===== src/rtl/decode_ctrl_pkg.sv =====
// Shared decode constants for the P5 D-stage: opcodes, PCSrc encodings and
// the operand-read classification used by the hazard logic.
package decode_ctrl_pkg;

  localparam logic [31:0] RESET_PC = 32'h00003000;

  localparam logic [5:0] OP_SPECIAL = 6'b000000;
  localparam logic [5:0] OP_BEQ     = 6'b000100;
  localparam logic [5:0] OP_BNE     = 6'b000101;
  localparam logic [5:0] OP_J       = 6'b000010;
  localparam logic [5:0] OP_JAL     = 6'b000011;
  localparam logic [5:0] OP_LUI     = 6'b001111;

  localparam logic [5:0] FN_JR   = 6'b001000;
  localparam logic [5:0] FN_JALR = 6'b001001;

  localparam logic [1:0] PC_NEXT4 = 2'b00;
  localparam logic [1:0] PC_BR    = 2'b01;
  localparam logic [1:0] PC_IDX   = 2'b10;
  localparam logic [1:0] PC_REG   = 2'b11;

  typedef enum logic [2:0] {
    CLS_NONE,
    CLS_BRANCH,
    CLS_JREG,
    CLS_RALU,
    CLS_IMM,
    CLS_STORE
  } instr_cls_e;

  // Loads (100xxx) read only rs with the same timing as I-type ALU ops.
  function automatic instr_cls_e classify(input logic [5:0] op, input logic [5:0] funct);
    instr_cls_e cls;
    cls = CLS_NONE;
    if (op == OP_BEQ || op == OP_BNE)
      cls = CLS_BRANCH;
    else if (op == OP_SPECIAL)
      cls = (funct == FN_JR || funct == FN_JALR) ? CLS_JREG : CLS_RALU;
    else if (op == OP_LUI)
      cls = CLS_NONE;
    else if (op[5:3] == 3'b001 || op[5:3] == 3'b100)
      cls = CLS_IMM;
    else if (op[5:3] == 3'b101)
      cls = CLS_STORE;
    return cls;
  endfunction

endpackage


===== src/rtl/decode_ctrl_hazard_unit.sv =====
// Tuse decode of the D-stage instruction and the Tuse/Tnew stall equation
// against the E and M stage producers.
module hazard_unit
  import decode_ctrl_pkg::*;
(
  input  logic [5:0] op,
  input  logic [5:0] funct,
  input  logic [4:0] rs,
  input  logic [4:0] rt,
  input  logic [4:0] E_wreg,
  input  logic [1:0] E_tnew,
  input  logic [4:0] M_wreg,
  input  logic [1:0] M_tnew,
  output logic       stall
);

  instr_cls_e cls_p0;
  logic       rs_rd_p0, rt_rd_p0;
  logic [1:0] tuse_rs_p0, tuse_rt_p0;

  // $0 is hardwired, so a producer writing it never blocks a reader.
  function automatic logic src_hit(input logic [4:0] src, input logic [1:0] tuse,
                                   input logic [4:0] e_reg, input logic [1:0] e_tnew,
                                   input logic [4:0] m_reg, input logic [1:0] m_tnew);
    return (src != 5'd0) &&
           ((src == e_reg && e_tnew > tuse) || (src == m_reg && m_tnew > tuse));
  endfunction

  always_comb begin
    cls_p0     = classify(op, funct);
    rs_rd_p0   = 1'b0;
    rt_rd_p0   = 1'b0;
    tuse_rs_p0 = 2'd0;
    tuse_rt_p0 = 2'd0;
    case (cls_p0)
      CLS_BRANCH: begin rs_rd_p0 = 1'b1; rt_rd_p0 = 1'b1; end
      CLS_JREG:   rs_rd_p0 = 1'b1;
      CLS_RALU:   begin
        rs_rd_p0 = 1'b1; rt_rd_p0 = 1'b1; tuse_rs_p0 = 2'd1; tuse_rt_p0 = 2'd1;
      end
      CLS_IMM:    begin rs_rd_p0 = 1'b1; tuse_rs_p0 = 2'd1; end
      CLS_STORE:  begin
        rs_rd_p0 = 1'b1; rt_rd_p0 = 1'b1; tuse_rs_p0 = 2'd1; tuse_rt_p0 = 2'd2;
      end
      default: ;
    endcase
  end

  assign stall = (rs_rd_p0 && src_hit(rs, tuse_rs_p0, E_wreg, E_tnew, M_wreg, M_tnew)) ||
                 (rt_rd_p0 && src_hit(rt, tuse_rt_p0, E_wreg, E_tnew, M_wreg, M_tnew));

endmodule


===== src/rtl/decode_ctrl.sv =====
// P5 D-stage front end: IF/ID register, branch/jump decode driving fetch's
// next-PC select, and hazard stall with E-stage bubble insertion.
module decode_ctrl #(
  parameter logic [31:0] RESET_PC = decode_ctrl_pkg::RESET_PC,
  parameter int          CNT_W    = 32
) (
  input  logic             clk,
  input  logic             reset,
  input  logic [31:0]      Instr_F,
  input  logic [31:0]      PC_4_F,
  input  logic [31:0]      RD1,
  input  logic [31:0]      RD2,
  input  logic [4:0]       E_wreg,
  input  logic [1:0]       E_tnew,
  input  logic [4:0]       M_wreg,
  input  logic [1:0]       M_tnew,
  output logic             EN,
  output logic [1:0]       PCSrc,
  output logic [31:0]      ext_imm,
  output logic [31:0]      ext_index,
  output logic [31:0]      GPR_rs,
  output logic [31:0]      Instr_D,
  output logic [31:0]      PC_4_D,
  output logic             bubble_E,
  output logic [CNT_W-1:0] stall_cnt
);
  import decode_ctrl_pkg::*;

  logic [5:0]        op_p0, funct_p0;
  logic              stall_p0;
  logic [1:0]        pcsrc_p0;
  logic signed [31:0] imm_sext_p0;

  function automatic logic [CNT_W-1:0] sat_inc(input logic [CNT_W-1:0] v);
    return (&v) ? v : v + {{(CNT_W-1){1'b0}}, 1'b1};
  endfunction

  assign op_p0    = Instr_D[31:26];
  assign funct_p0 = Instr_D[5:0];

  hazard_unit u_hazard (
    .op     (op_p0),
    .funct  (funct_p0),
    .rs     (Instr_D[25:21]),
    .rt     (Instr_D[20:16]),
    .E_wreg (E_wreg),
    .E_tnew (E_tnew),
    .M_wreg (M_wreg),
    .M_tnew (M_tnew),
    .stall  (stall_p0)
  );

  always_comb begin
    pcsrc_p0 = PC_NEXT4;
    case (op_p0)
      OP_BEQ:     if (RD1 == RD2) pcsrc_p0 = PC_BR;
      OP_BNE:     if (RD1 != RD2) pcsrc_p0 = PC_BR;
      OP_J,
      OP_JAL:     pcsrc_p0 = PC_IDX;
      OP_SPECIAL: if (funct_p0 == FN_JR || funct_p0 == FN_JALR) pcsrc_p0 = PC_REG;
      default: ;
    endcase
  end

  assign imm_sext_p0 = 32'(signed'(Instr_D[15:0]));

  // A stalled branch must not redirect fetch: it is re-evaluated once operands are ready.
  assign PCSrc     = stall_p0 ? PC_NEXT4 : pcsrc_p0;
  assign EN        = ~stall_p0;
  assign bubble_E  = stall_p0;
  assign ext_imm   = imm_sext_p0;
  assign ext_index = {PC_4_D[31:28], Instr_D[25:0], 2'b00};
  assign GPR_rs    = RD1;

  // IF/ID register boundary (F -> D)
  always_ff @(posedge clk or posedge reset) begin
    if (reset) begin
      Instr_D <= 32'd0;
      PC_4_D  <= RESET_PC + 32'd4;
    end else if (!stall_p0) begin
      Instr_D <= Instr_F;
      PC_4_D  <= PC_4_F;
    end
  end

  always_ff @(posedge clk or posedge reset) begin
    if (reset)
      stall_cnt <= '0;
    else if (stall_p0)
      stall_cnt <= sat_inc(stall_cnt);
  end

endmodule


===== config.mk =====
export PLATFORM = sky130hd
export DESIGN_NAME = decode_ctrl
export DESIGN_NICKNAME = d
export VERILOG_FILES = /design/src/rtl/decode_ctrl_pkg.sv /design/src/rtl/decode_ctrl_hazard_unit.sv /design/src/rtl/decode_ctrl.sv
export SDC_FILE = /design/constraint.sdc
export NUM_CORES = 1
export LEC_CHECK = 0
export CAP_MARGIN = 20
export CORE_AREA = 2 2 134 136
export CTS_BUF_LIST = sky130_fd_sc_hd__clkbuf_4 sky130_fd_sc_hd__clkbuf_8 sky130_fd_sc_hd__clkbuf_16
export DETAILED_ROUTE_END_ITERATION = 6
export DIE_AREA = 0 0 136 138
export GPL_ROUTABILITY_DRIVEN = 0
export GPL_TIMING_DRIVEN = 0
export PLACE_DENSITY = 0.71
export SLEW_MARGIN = 20
export SYNTH_ARGS = -nofsm -noshare
export SYNTH_HDL_FRONTEND = slang
export SYNTH_SLANG_ARGS = --single-unit

===== constraint.sdc =====
create_clock -name clk -period 10.34 [get_ports clk]
set_input_delay 3.102 -clock clk [delete_from_list [all_inputs] [get_ports clk]]
set_output_delay 3.102 -clock clk [all_outputs]
set_load 0.03 [all_outputs]

# Word level (Yosys, flattened, before mapping)
# Cells that the tools add are included.
[totals]
word_cells = 69
register_bits = 96
[classes]
eq_ne = 21
magnitude_cmp = 4
n_mux = 15
n_addsub = 1
bitwise = 2
reduce_logical = 23
[ops]
columns = ["operator", "count"]
rows = [
  ["$add 32x1->32 const B", 1],
  ["$eq 32x32->1", 1],
  ["$ne 32x32->1", 1],
  ["$reduce_and 32->1", 1],
  ["$eq 5x5->1", 4],
  ["$eq 6x4->1 const B", 3],
  ["$mux 3", 5],
  ["$eq 3x3->1 const B", 4],
  ["$eq 6x2->1 const B", 2],
  ["$eq 6x3->1 const B", 2],
  ["$reduce_bool 5->1", 2],
  ["$logic_and 1x1->1", 8],
  ["$pmux 2 s4", 1],
  ["$eq 3x1->1 const B", 2],
  ["$eq 3x2->1 const B", 2],
  ["$logic_not 6->1", 1],
  ["$logic_or 1x1->1", 6],
  ["$mux 1", 6],
  ["$reduce_or 3->1", 2],
  ["$reduce_or 5->1", 1],
  ["$gt 2x1->1", 2],
  ["$gt 2x2->1", 2],
  ["$mux 2", 2],
  ["$pmux 2 s2", 1],
  ["3 further kinds", 4],
]

# Logic depth before layout (Yosys ltp)
[logic_depth]
word_depth = 16
ltp_mapped = 13
mapped_depth_nobuf = 11

# Hierarchy
# A second synthesis with hierarchy kept.
[unflattened]
hier_cells = 514
area_unflattened_um2 = 5620.4
[modules_own_cells]
columns = ["module", "n_inst", "cells_each", "seq_area_each_um2", "area_per_inst_um2"]
rows = [
  ["decode_ctrl", 1, 445, 2406.1, 5101.1],
  ["hazard_unit", 1, 69, 0.0, 519.2],
]

# Worst setup path before layout
# Ideal clock, no wire load.
[synth_path]
path_kind = "input port to output port"
from = "input port M_tnew[0]"
to = "output port PCSrc[1]"
n_path_buf = 2
required_time_ns = 7.238
slack_ns = 2.367
path_stages = 10
arrival_time_ns = 4.871
path_cell_list = "inv_1 ha_1 nor2_1 o2111ai_1 o22ai_1 a32oi_1 nand2_1 buf_2 buf_4 nor2_1"
[synth_via]
elab_chain_len = 7
elab_cells_between_ends = 12
cone_classes = "2 x order compare; 1 x mux; 9 x reduce/logical"
[synth_rtl]
columns = ["element", "line", "text"]
rows = [
  ["start, declared", "decode_ctrl.sv:16", "input logic [1:0] M_tnew,"],
  ["$gt 2x1->1 / $gt 2x2->1 (equally long branches)", "decode_ctrl_hazard_unit.sv:26", "((src == e_reg && e_tnew > tuse) || (src == m_reg && m_tnew > tuse));"],
  ["$logic_and 1x1->1", "decode_ctrl_hazard_unit.sv:26", ""],
  ["$logic_or 1x1->1", "decode_ctrl_hazard_unit.sv:26", ""],
  ["$logic_and 1x1->1", "decode_ctrl_hazard_unit.sv:25", "return (src != 5'd0) &&"],
  ["$logic_and 1x1->1 (on tied branches)", "decode_ctrl_hazard_unit.sv:49, decode_ctrl_hazard_unit.sv:50", ""],
  ["$logic_or 1x1->1 (*)", "decode_ctrl_hazard_unit.sv:49", "assign stall = (rs_rd_p0 && src_hit(rs, tuse_rs_p0, E_wreg, E_tnew, M_wreg, M_tnew)) ||"],
  ["via bubble_E", "decode_ctrl.sv:24", "output logic bubble_E,"],
  ["$mux 2 (*)", "decode_ctrl.sv:68", "assign PCSrc = stall_p0 ? PC_NEXT4 : pcsrc_p0;"],
  ["end, declared", "decode_ctrl.sv:18", "output logic [1:0] PCSrc,"],
]
# Mark *: on every way through the listed nets, which the timed path passes. The rest lies on a longest branch.

# Final worst setup path
[layout_path]
from = "input port M_tnew[0]"
to = "output port bubble_E"
[layout_via]
elab_chain_len = 6
elab_cells_between_ends = 11
cone_classes = "2 x order compare; 9 x reduce/logical"
[layout_rtl]
columns = ["element", "line"]
rows = [
  ["$gt 2x1->1 / $gt 2x2->1 (equally long branches)", "decode_ctrl_hazard_unit.sv:26"],
  ["$logic_and 1x1->1", "decode_ctrl_hazard_unit.sv:26"],
  ["$logic_or 1x1->1", "decode_ctrl_hazard_unit.sv:26"],
  ["$logic_and 1x1->1", "decode_ctrl_hazard_unit.sv:25"],
  ["$logic_and 1x1->1 (on tied branches)", "decode_ctrl_hazard_unit.sv:49, decode_ctrl_hazard_unit.sv:50"],
  ["$logic_or 1x1->1 (*)", "decode_ctrl_hazard_unit.sv:49"],
  ["end, declared", "decode_ctrl.sv:24"],
]
# Mark *: on every way between the ends. The rest lies on a longest branch, timed or not.

==> results.yml <==
run_status:
  outcome: "completed"
clock_network:
  root_buffer: "clkbuf_16"
  postCtsSetupRepairBufs: 0
  cts_tree: "yes"
  clk_pin_slew_worst_paths_ns: 0.08
  cts_buffers: 9
  clk_latency_ns: 0.35
  ctsHoldBuffers: 0
  cts_resized: 0
  clock_path_buffers: 2
  h-tree-depth: 3
  clock_sinks: 96
synth:
  synth_mux_area_frac: 0.132
  synth_xor_area_frac: 0.133
  synth_area_mm2: 0.00547
  synth_edf_count: 0
  synth_cell_type_count: 38
  yosysWarnings: 0
  async_reset_ff_frac: 1.00
  synth_seq_cells: 96
  synth_flop_cell: "dfrtp_1"
  netlist_instances: 496
  yosys.area_share.simple: 0.109
  synth_fa_ha_area_frac: 0.0114
  synth_compound_area_frac: 0.0224
  synth_seq_area_share: 0.440
  synth_top_family_by_area: "buffers and inverters"
  avgSynthCellArea_um2: 11.0
power:
  peakVddDrop_mv: 0.0654
  power.density_mw_per_mm2: 122
  p_leak_nw: 3.96
cells_and_area:
  nets: 995
  drive_above_1_share: 0.227
  insertedDiodeCount: 0
  syn2layout_area_growth_pct: 73.4
  design_area_mm2: 0.00949
  final.fill_count: 1621
setup_path:
  crit_path_start_kind: "primary input"
  path_max_fanout: 10
  cp_common_cell: "clkdlybuf4s50_1"
  cp-end-kind: "primary output"
  cpPeakStageDelay_ns: 0.69
  r2r_setup_slack_ns: 7.01
  criticalPathCategory: "in -> out"
  r2r.worst_path.cells: 13
  path_cells: "clkdlybuf4s50_1 > inv_1 > ha_1 > nor2_1 > o2111ai_1 > o22ai_1 > a32oi_1 > nand2_1 > buf_2 > buf_4 > clkdlybuf4s50_1"
  critPathRequiredTime_ns: 7.24
  cp_slowest_cell: "clkdlybuf4s50_1"
  worstPathArrival_ns: 5.99
sta:
  period_share: 0.879
  max_freq_mhz: 110
  slew_headroom: 0.599
  worst_pin_slew_ns: 0.602
  setup-tns-final_ns: 0
  skew_ns: 0.0134
  drv_slew: 0
  min_period_ns: 9.09
  final_hold_viol_count: 0
  rsz0062_at_grt: "no"
  setup_viol: 0
global_routing:
  grt_pass1_wl_um: 27000
  overflow: 0
  grt_pass1_vias: 4879
  grt_max_degree: 73
  grt_usage: 0.187
  antenna_found_initial: 0
floorplanning:
  fp.dieW_um: 136
  fp.dieArea_mm2: 0.0188
  rows: 49
  start_util: 0.312
  top_level_ports: 340
  dieHeight_um: 138
  fp.coreArea_mm2: 0.0175
route:
  drc: 0
  ant_nets: 0
  dr_total_vias: 4798
  wirelength_um: 17800
  first_pass_iters: 4
  wl_per_cell_um: 16.5
  via_per_inst: 4.44
  drt_iter0_markers: 124
hold_path:
  hold_class: "reg -> reg"
  hold_depth: 1
place:
  io_buffers: 337
  place_hpwl_um: 14400
  placed_cell_area_mm2: 0.00917
flow_run:
  cap_viol_max_count: 0
-- routing by layer --
layer  vias up  global-route usage  wire length [um]
met5         -                   0                 0
met2       184               0.337              9310
met4         0              0.0428               227
met1      2293               0.205              6580
li1       2305                   -                 -
met3        16              0.0704              1720
-- logic make-up after synthesis --
kind of cell	count (synthesis)
xor+xnor	83
flops	96
mux	64
compound gates	17
fa+ha+maj	5
buf+inv	120
simple gates	110
other cells	1
-- layout by cell type, fill, tap and decap left out, types with 2 or more instances in the layout --
cell type | Yosys | routed
a21oi_1 | 3 | 3
and2_1 | 3 | 3
and3_1 | 14 | 14
buf_1 | 3 | 3
buf_2 | 7 | 7
buf_4 | 98 | 98
bufinv_16 | 0 | 2
clkbuf_16 | 0 | 9
clkdlybuf4s50_1 | 0 | 337
clkinv_4 | 0 | 2
conb_1 | 1 | 2
dfrtp_1 | 93 | 93
dfstp_2 | 3 | 3
ha_1 | 5 | 5
inv_1 | 9 | 8
inv_6 | 0 | 2
mux2_2 | 63 | 63
nand2_1 | 17 | 17
nand3_1 | 19 | 19
nand4_1 | 19 | 19
nor2_1 | 13 | 13
nor3_1 | 6 | 6
nor4_1 | 11 | 11
o2111ai_1 | 4 | 4
o21ai_0 | 3 | 3
o22ai_1 | 3 | 3
or4_1 | 2 | 2
xnor2_1 | 51 | 51
xor2_1 | 32 | 32
-- synth_stat cells, types with 2 or more instances --
cell | n | share of area
nor3_1 | 6 | 0.0055
or4_1 | 2 | 0.0027
a21oi_1 | 3 | 0.0027
nand2_1 | 17 | 0.012
nand3_1 | 19 | 0.017
xnor2_1 | 51 | 0.082
nor2_1 | 13 | 0.0089
nor4_1 | 11 | 0.013
o2111ai_1 | 4 | 0.0064
mux2_2 | 63 | 0.13
o21ai_0 | 3 | 0.0027
dfstp_2 | 3 | 0.014
buf_1 | 3 | 0.0021
inv_1 | 9 | 0.0062
ha_1 | 5 | 0.011
nand4_1 | 19 | 0.022
and3_1 | 14 | 0.016
buf_2 | 7 | 0.0064
buf_4 | 98 | 0.13
and2_1 | 3 | 0.0034
o22ai_1 | 3 | 0.0034
xor2_1 | 32 | 0.051
dfrtp_1 | 93 | 0.43
-- where the power goes --
group	internal [W]	switching (W)	total, W
Combinational	0.000191	0.000172	0.000362
Clock	0.000216	0.000150	0.000367
Sequential	0.000398	0.0000280	0.000426
Total	0.000805	0.000350	0.00116
-- flip-flops by register name (all words and copies together) (netlist names) --
name / cells
PC_4_D: 32
stall_cnt: 32
Instr_D: 32
-- per-stage QoR --
step,setup WS [ns],total power (W),util,hold WS (ns),instances
2_1_floorplan,2.37,0.000620,-,0.663,497
3_3_place_gp,1.24,0.000794,0.521,0.478,1063
3_5_place_dp,1.21,0.000800,0.523,0.480,1064
4_1_cts,1.21,0.00117,0.541,0.500,1080
5_1_grt,0.998,0.00120,0.541,0.521,1080
6_report,1.25,0.00116,0.541,0.494,1080
-- critical path, delay by kind of cell --
family	cells	cell delay, ns
buf+inv	5	1.77
simple gates	2	0.39
fa+ha+maj	1	0.29
compound gates	3	0.43
-- worst paths after layout --
check,startpoint,end
max,M_tnew[0],bubble_E
max in group asynchronous,reset,PC_4_D[13]$_DFFE_PP1N_
min,stall_cnt[20]$_DFFE_PP0P_,stall_cnt[20]$_DFFE_PP0P_
min reg2reg,stall_cnt[20]$_DFFE_PP0P_,stall_cnt[20]$_DFFE_PP0P_
min in group asynchronous,reset,Instr_D[13]$_DFFE_PP0N_
max reg2reg,Instr_D[2]$_DFFE_PP0N_,stall_cnt[7]$_DFFE_PP0P_
-- final cells by class --
type / instances / area [um^2] / area share
clock buffer: 10 / 233 / 0.0245
buffer: 110 / 797 / 0.0839
multi-input combinational: 281 / 2240 / 0.236
timing repair buffer: 338 / 3400 / 0.358
clock inverter: 6 / 91.3 / 0.00962
sequential: 96 / 2410 / 0.253
inverter: 10 / 42.5 / 0.00448
tap: 229 / 287 / 0.0302
Power figures use the tool's default switching activity.
==> patch 1 (same settings) <==
The parameter `CNT_W` goes from 32 to 24.
--- a/src/rtl/decode_ctrl.sv
+++ b/src/rtl/decode_ctrl.sv
@@ -2,7 +2,7 @@
 // next-PC select, and hazard stall with E-stage bubble insertion.
 module decode_ctrl #(
   parameter logic [31:0] RESET_PC = decode_ctrl_pkg::RESET_PC,
-  parameter int          CNT_W    = 32
+  parameter int          CNT_W    = 24
 ) (
   input  logic             clk,
   input  logic             reset,
Interface: changed (resized stall_cnt); port bits go from 340 to 332. No check against the original RTL was run, so the function may have changed too.
==> patch 1 against the original RTL <==
- sequential share of layout area fell by 1.5 points
- count of clock-buffer cells in the layout shrank 1
- core utilization shrank 1.3 points
- worst setup slack improved by 0.045 ns
- power fell by 6.5%
- routed wire length fell by 9.5%
- design area down 2.4%
- first-iteration DRC count decreased by 37%
- die area is the same
- sequential cell count shrank 8
- synthesized area down 2.0%
==> patch 1: results (changes against the original RTL) <==
INFO  metric multi_input_area_share = 0.249 (was 0.236)
INFO  metric hold_ws = 0.494 ns (about the same)
INFO  metric drive_above_1_share = 0.240 (was 0.227)
INFO  metric first_global_vias = 4,503 (was 4,879)
INFO  metric nClkBuffers = 9 (was 10)
INFO  metric layout.nonclk_buf_frac = 0.448 (was 0.442)
INFO  metric grt_use_total = 0.172 (was 0.187)
INFO  metric post-route-util = 0.528 (was 0.541)
INFO  metric post_synth_num_cell_types = 39 (was 38)
INFO  metric clkPwrFrac = 0.295 (was 0.317)
INFO  metric power.share.combinational = 0.341 (was 0.313)
INFO  metric antenna_found_initial = 1 (was 0)
INFO  metric outcome = finished, final reports clean (unchanged)
INFO  metric layout.non_clock_inverters = 6 (was 10)
INFO  metric pin_count_of_the_biggest_net_entering_global_routing = 52 (was 73)
INFO  metric detail_route.vias_per_cell = 4.32 (was 4.44)
INFO  metric detailed_place_hpwl = 12.9 mm (was 14.4 mm)
INFO  metric comb.multi_input.count = 254 (was 281)
INFO  metric worstHoldEndpoint = stall_cnt[12] (was stall_cnt[20])
INFO  metric flops_and_latches = 88 (was 96)
INFO  metric number_of_cells_after_detailed_placement = 1,014 (was 1,064)
INFO  metric hold_start = stall_cnt[12] (was stall_cnt[20])
INFO  metric drt_iter0_drc = 78 (was 124)
INFO  metric finalWirelength = 16.1 mm (was 17.8 mm)
INFO  metric vdd.ir_drop.worst = 0.000121 V (was 0.0000654 V)
INFO  metric design.final.nets = 945 (was 995)
INFO  metric skew = 0.00950 ns (was 0.0134 ns)
INFO  metric detailroute.via_count = 4,447 (was 4,798)
INFO  metric biggestRegsByFlops = Instr_D x32, PC_4_D x32, stall_cnt x24 (was Instr_D x32, PC_4_D x32, stall_cnt x32)
INFO  metric ff2ff_setup_slack = 7.10 ns (was 7.01 ns)
INFO  metric placedInstanceArea = 0.00898 mm^2 (was 0.00917 mm^2)
INFO  metric clock_cell_area_share = 0.0311 (was 0.0341)
INFO  metric powerDensity = 117 mW/mm^2 (was 122 mW/mm^2)
patch 1: cell count changes after synthesis, moves of 8 or more:
| cell | change |
|---|---|
| sky130_fd_sc_hd__nand2_1 | -11 |
| sky130_fd_sc_hd__xor2_1 | -28 |
| sky130_fd_sc_hd__mux2_2 | -62 |
| sky130_fd_sc_hd__xnor2_1 | +20 |
| sky130_fd_sc_hd__mux2_4 | +62 |
| sky130_fd_sc_hd__dfrtp_1 | -8 |
patch 1: layer usage:
metal	wire length, um	vias up	GRT usage
met5	0	-	0
met4	396	0	0.0587
met3	1190	32	0.0488
met2	7740	181	0.284
met1	6820	2085	0.214
li1	-	2149	-
patch 1: kinds of logic after synthesis:
kind of cell	Yosys count	synth area share
flip-flops	88	0.411
buffers and inverters	113	0.159
XOR/XNOR	75	0.122
AO/OA/AOI/OAI	11	0.0126
AND/OR/NAND/NOR	95	0.101
multiplexers	64	0.178
adder cells (fa/ha/maj)	7	0.0156
other	1	0.000699
patch 1: worst max-delay path by stage:
stage          startpoint        to  slack (ns)  cells after the start
3_5_place_dp    M_tnew[0]  PCSrc[1]        1.28                     11
3_3_place_gp    M_tnew[0]  PCSrc[1]        1.24                     11
4_1_cts         M_tnew[0]  PCSrc[1]        1.25                     11
2_1_floorplan   M_tnew[0]  PCSrc[0]        2.37                      9
6_report        M_tnew[0]  PCSrc[1]        1.30                     11
5_1_grt         M_tnew[0]  PCSrc[1]        1.12                     11
patch 1: critical path: cells and delay by family:
family | cells | cell delay (ns)
buffers and inverters | 5 | 1.64
AND/OR/NAND/NOR | 1 | 0.04
adder cells (fa/ha/maj) | 2 | 0.61
AO/OA/AOI/OAI | 3 | 0.52
==> patch 2 (same flow settings) <==
Made on the original files. Make the reset (`reset`) synchronous in 2 clocked blocks.
--- a/src/rtl/decode_ctrl.sv
+++ b/src/rtl/decode_ctrl.sv
@@ -73,7 +73,7 @@
   assign GPR_rs    = RD1;
 
   // IF/ID register boundary (F -> D)
-  always_ff @(posedge clk or posedge reset) begin
+  always_ff @(posedge clk) begin
     if (reset) begin
       Instr_D <= 32'd0;
       PC_4_D  <= RESET_PC + 32'd4;
@@ -83,7 +83,7 @@
     end
   end
 
-  always_ff @(posedge clk or posedge reset) begin
+  always_ff @(posedge clk) begin
     if (reset)
       stall_cnt <= '0;
     else if (stall_p0)
Function: differs if reset is asserted again (counterexample within 4 cycles, from zero or initial values and one cycle with reset high); with reset held inactive, the same outputs for 10 cycles.
==> patch 2 against the original RTL <==
- sequential cell count did not move
- worst setup slack got worse by 0.19 ns
- worst hold slack got worse by 0.011 ns
- synthesized area rose by 0.30%
- global-route usage rose by 0.91 points
- core utilization fell by 0.24 points
- design area fell by 0.45%
- power fell by 7.4%
- first-iteration DRC count rose by 46%
- cell count rose by 12%
- die area did not move
- combinational power fell by 9.7%
- via count rose by 15%
- routed wire length rose by 5.5%
- highest routed layer unchanged
==> patch 2: results (changes against the original RTL) <==
INFO  metric outcome = finished, final reports clean (unchanged)
INFO  metric worst_ep_arrival_time = 6.17 ns (was 5.99 ns)
INFO  metric post_synth_top_flop = sky130_fd_sc_hd__dfxtp_1 (was sky130_fd_sc_hd__dfrtp_1)
INFO  metric first_global_vias = 5,292 (was 4,879)
INFO  metric ff2ff_setup_slack = 6.86 ns (was 7.01 ns)
INFO  metric design.final.nets = 1,121 (was 995)
INFO  metric pin_count_of_the_biggest_net_entering_global_routing = 21 (was 73)
INFO  metric grt-ovfl-total = 0 (unchanged)
INFO  metric cp-startpoint = E_tnew[0] (was M_tnew[0])
INFO  metric drive_above_1_share = 0.131 (was 0.227)
INFO  metric vdd.ir_drop.worst = 0.000120 V (was 0.0000654 V)
INFO  metric p_leak = 4.08 nW (was 3.96 nW)
INFO  metric synth_sequential_area_ratio = 0.350 (was 0.440)
INFO  metric detailed_place_hpwl = 15.1 mm (was 14.4 mm)
INFO  metric grt_pass1_wl = 29.0 mm (was 27.0 mm)
INFO  metric p_sw = 0.321 mW (was 0.350 mW)
INFO  metric worst_reg2reg_path_startpoint = Instr_D[2] (unchanged)
INFO  metric timing.critical_path.max_delay_family = buffers and inverters (unchanged)
INFO  metric period_share = 0.897 (was 0.879)
INFO  metric finalWirelength = 18.8 mm (was 17.8 mm)
INFO  metric clock-root-buffer = sky130_fd_sc_hd__clkbuf_16 (unchanged)
INFO  metric synthTopCellsByCount = 103 x sky130_fd_sc_hd__buf_4, 96 x sky130_fd_sc_hd__dfxtp_1, 80 x sky130_fd_sc_hd__nor2_1, 64 x sky130_fd_sc_hd__mux2i_1, 32 x sky130_fd_sc_hd__xor2_1 (was 98 x sky130_fd_sc_hd__buf_4, 93 x sky130_fd_sc_hd__dfrtp_1, 63 x sky130_fd_sc_hd__mux2_2, 51 x sky130_fd_sc_hd__xnor2_1, 32 x sky130_fd_sc_hd__xor2_1)
INFO  metric grt_use_total = 0.196 (was 0.187)
INFO  metric slowest_delay = 0.74 ns (was 0.69 ns)
INFO  metric cts-buffers-inserted = 9 (unchanged)
INFO  metric timing.critical_path.to = PCSrc[1] (was bubble_E)
INFO  metric post_synth_num_cell_types = 48 (was 38)
INFO  metric rr_endpoint = PC_4_D[12] (was stall_cnt[7])
INFO  metric detail_route.vias_per_cell = 4.56 (was 4.44)
INFO  metric drt_iter0_drc = 181 (was 124)
INFO  metric post-place-ws = 1.01 ns (was 1.21 ns)
INFO  metric r2r.worst_path.cells = 12 (was 13)
INFO  metric slew_headroom = 0.578 (was 0.599)
INFO  metric skew = 0.00879 ns (was 0.0134 ns)
INFO  metric synth_async_sr_flop_share = 0 (was 1.00)
INFO  metric most_area_consuming_cells_after_synthesis = sky130_fd_sc_hd__dfxtp_1 35%, sky130_fd_sc_hd__buf_4 14%, sky130_fd_sc_hd__mux2i_1 12% (was sky130_fd_sc_hd__dfrtp_1 43%, sky130_fd_sc_hd__buf_4 13%, sky130_fd_sc_hd__mux2_2 13%)
==> patch 2: cell count changes in the layout (fill, tap and decap cells not counted), sizes merged, moves of 7 or more <==
cell,delta
a21oi,+20
and3,-9
nor2,+67
dfrtp,-93
xnor2,-31
or3,+19
mux2i,+64
nor2b,+7
o21ai,+20
mux2,-57
clkbuf,+14
dfxtp,+96
==> patch 2: power groups by stage <==
stage                     clock, mW  combinational (mW)  sequential [mW]
final                         0.338               0.327            0.405
after CTS                     0.351               0.329            0.406
after global placement            0               0.326            0.413
after detailed placement          0               0.328            0.414
after floorplan                   0               0.143            0.441
after global routing          0.365               0.347            0.409
==> patch 2: layout make-up <==
class | instances | area [um^2]
buffer | 123 | 860
clock buffer | 10 | 239
clock inverter | 6 | 58.8
fill | 1654 | 8080
inverter | 6 | 22.5
multi-input combinational | 399 | 2690
sequential | 96 | 1920
tap | 229 | 287
timing repair buffer | 337 | 3370
==> patch 2: worst min-delay path by stage <==
| stage | start | end | slack, ns | cells after the start |
|---|---|---|---|---|
| after floorplan | stall_cnt[28] | stall_cnt[28] | 0.61 | 2 |
| after global placement | PC_4_D[2] | PC_4_D[2] | 0.46 | 2 |
| after detailed placement | PC_4_D[2] | PC_4_D[2] | 0.46 | 2 |
| after CTS | PC_4_D[2] | PC_4_D[2] | 0.49 | 2 |
| after global routing | PC_4_D[15] | PC_4_D[15] | 0.52 | 2 |
| final | PC_4_D[2] | PC_4_D[2] | 0.48 | 2 |
==> patch 2: per-stage QoR <==
step | power (mW) | hold WS (ns) | instances | area [um^2]
after global placement | 0.739 | 0.457 | 1190 | 9150
after global routing | 1.12 | 0.516 | 1206 | 9450
after CTS | 1.09 | 0.490 | 1206 | 9450
after floorplan | 0.584 | 0.607 | 624 | 5490
after detailed placement | 0.742 | 0.464 | 1190 | 9150
final | 1.07 | 0.483 | 1206 | 9450
==> patch 2: tightest hold or removal path: stages (launching register included) <==
cell	delay, ns
sky130_fd_sc_hd__dfxtp_1	0.33
sky130_fd_sc_hd__mux2i_1	0.07
sky130_fd_sc_hd__nand2_1	0.06
==> patch 2: cell families (layout without fill, tap and decap cells) <==
| group | Yosys count | after routing | synth area share |
|---|---|---|---|
| AO/OA/AOI/OAI | 63 | 63 | 0.0679 |
| XOR/XNOR | 52 | 52 | 0.0830 |
| adder cells (fa/ha/maj) | 5 | 5 | 0.0114 |
| buffers and inverters | 129 | 482 | 0.161 |
| flip-flops | 96 | 96 | 0.350 |
| multiplexers | 71 | 71 | 0.131 |
| other | 1 | 2 | 0.000683 |
| AND/OR/NAND/NOR | 206 | 206 | 0.195 |
==> patch 2: per-layer routing <==
layer  routed length [um]  vias to the layer above  track usage
li1                     -                     2760            -
met1                 8140                     2516        0.248
met2                 8810                      210        0.319
met3                 1670                       17       0.0719
met4                  200                        0       0.0411
met5                    0                        -            0
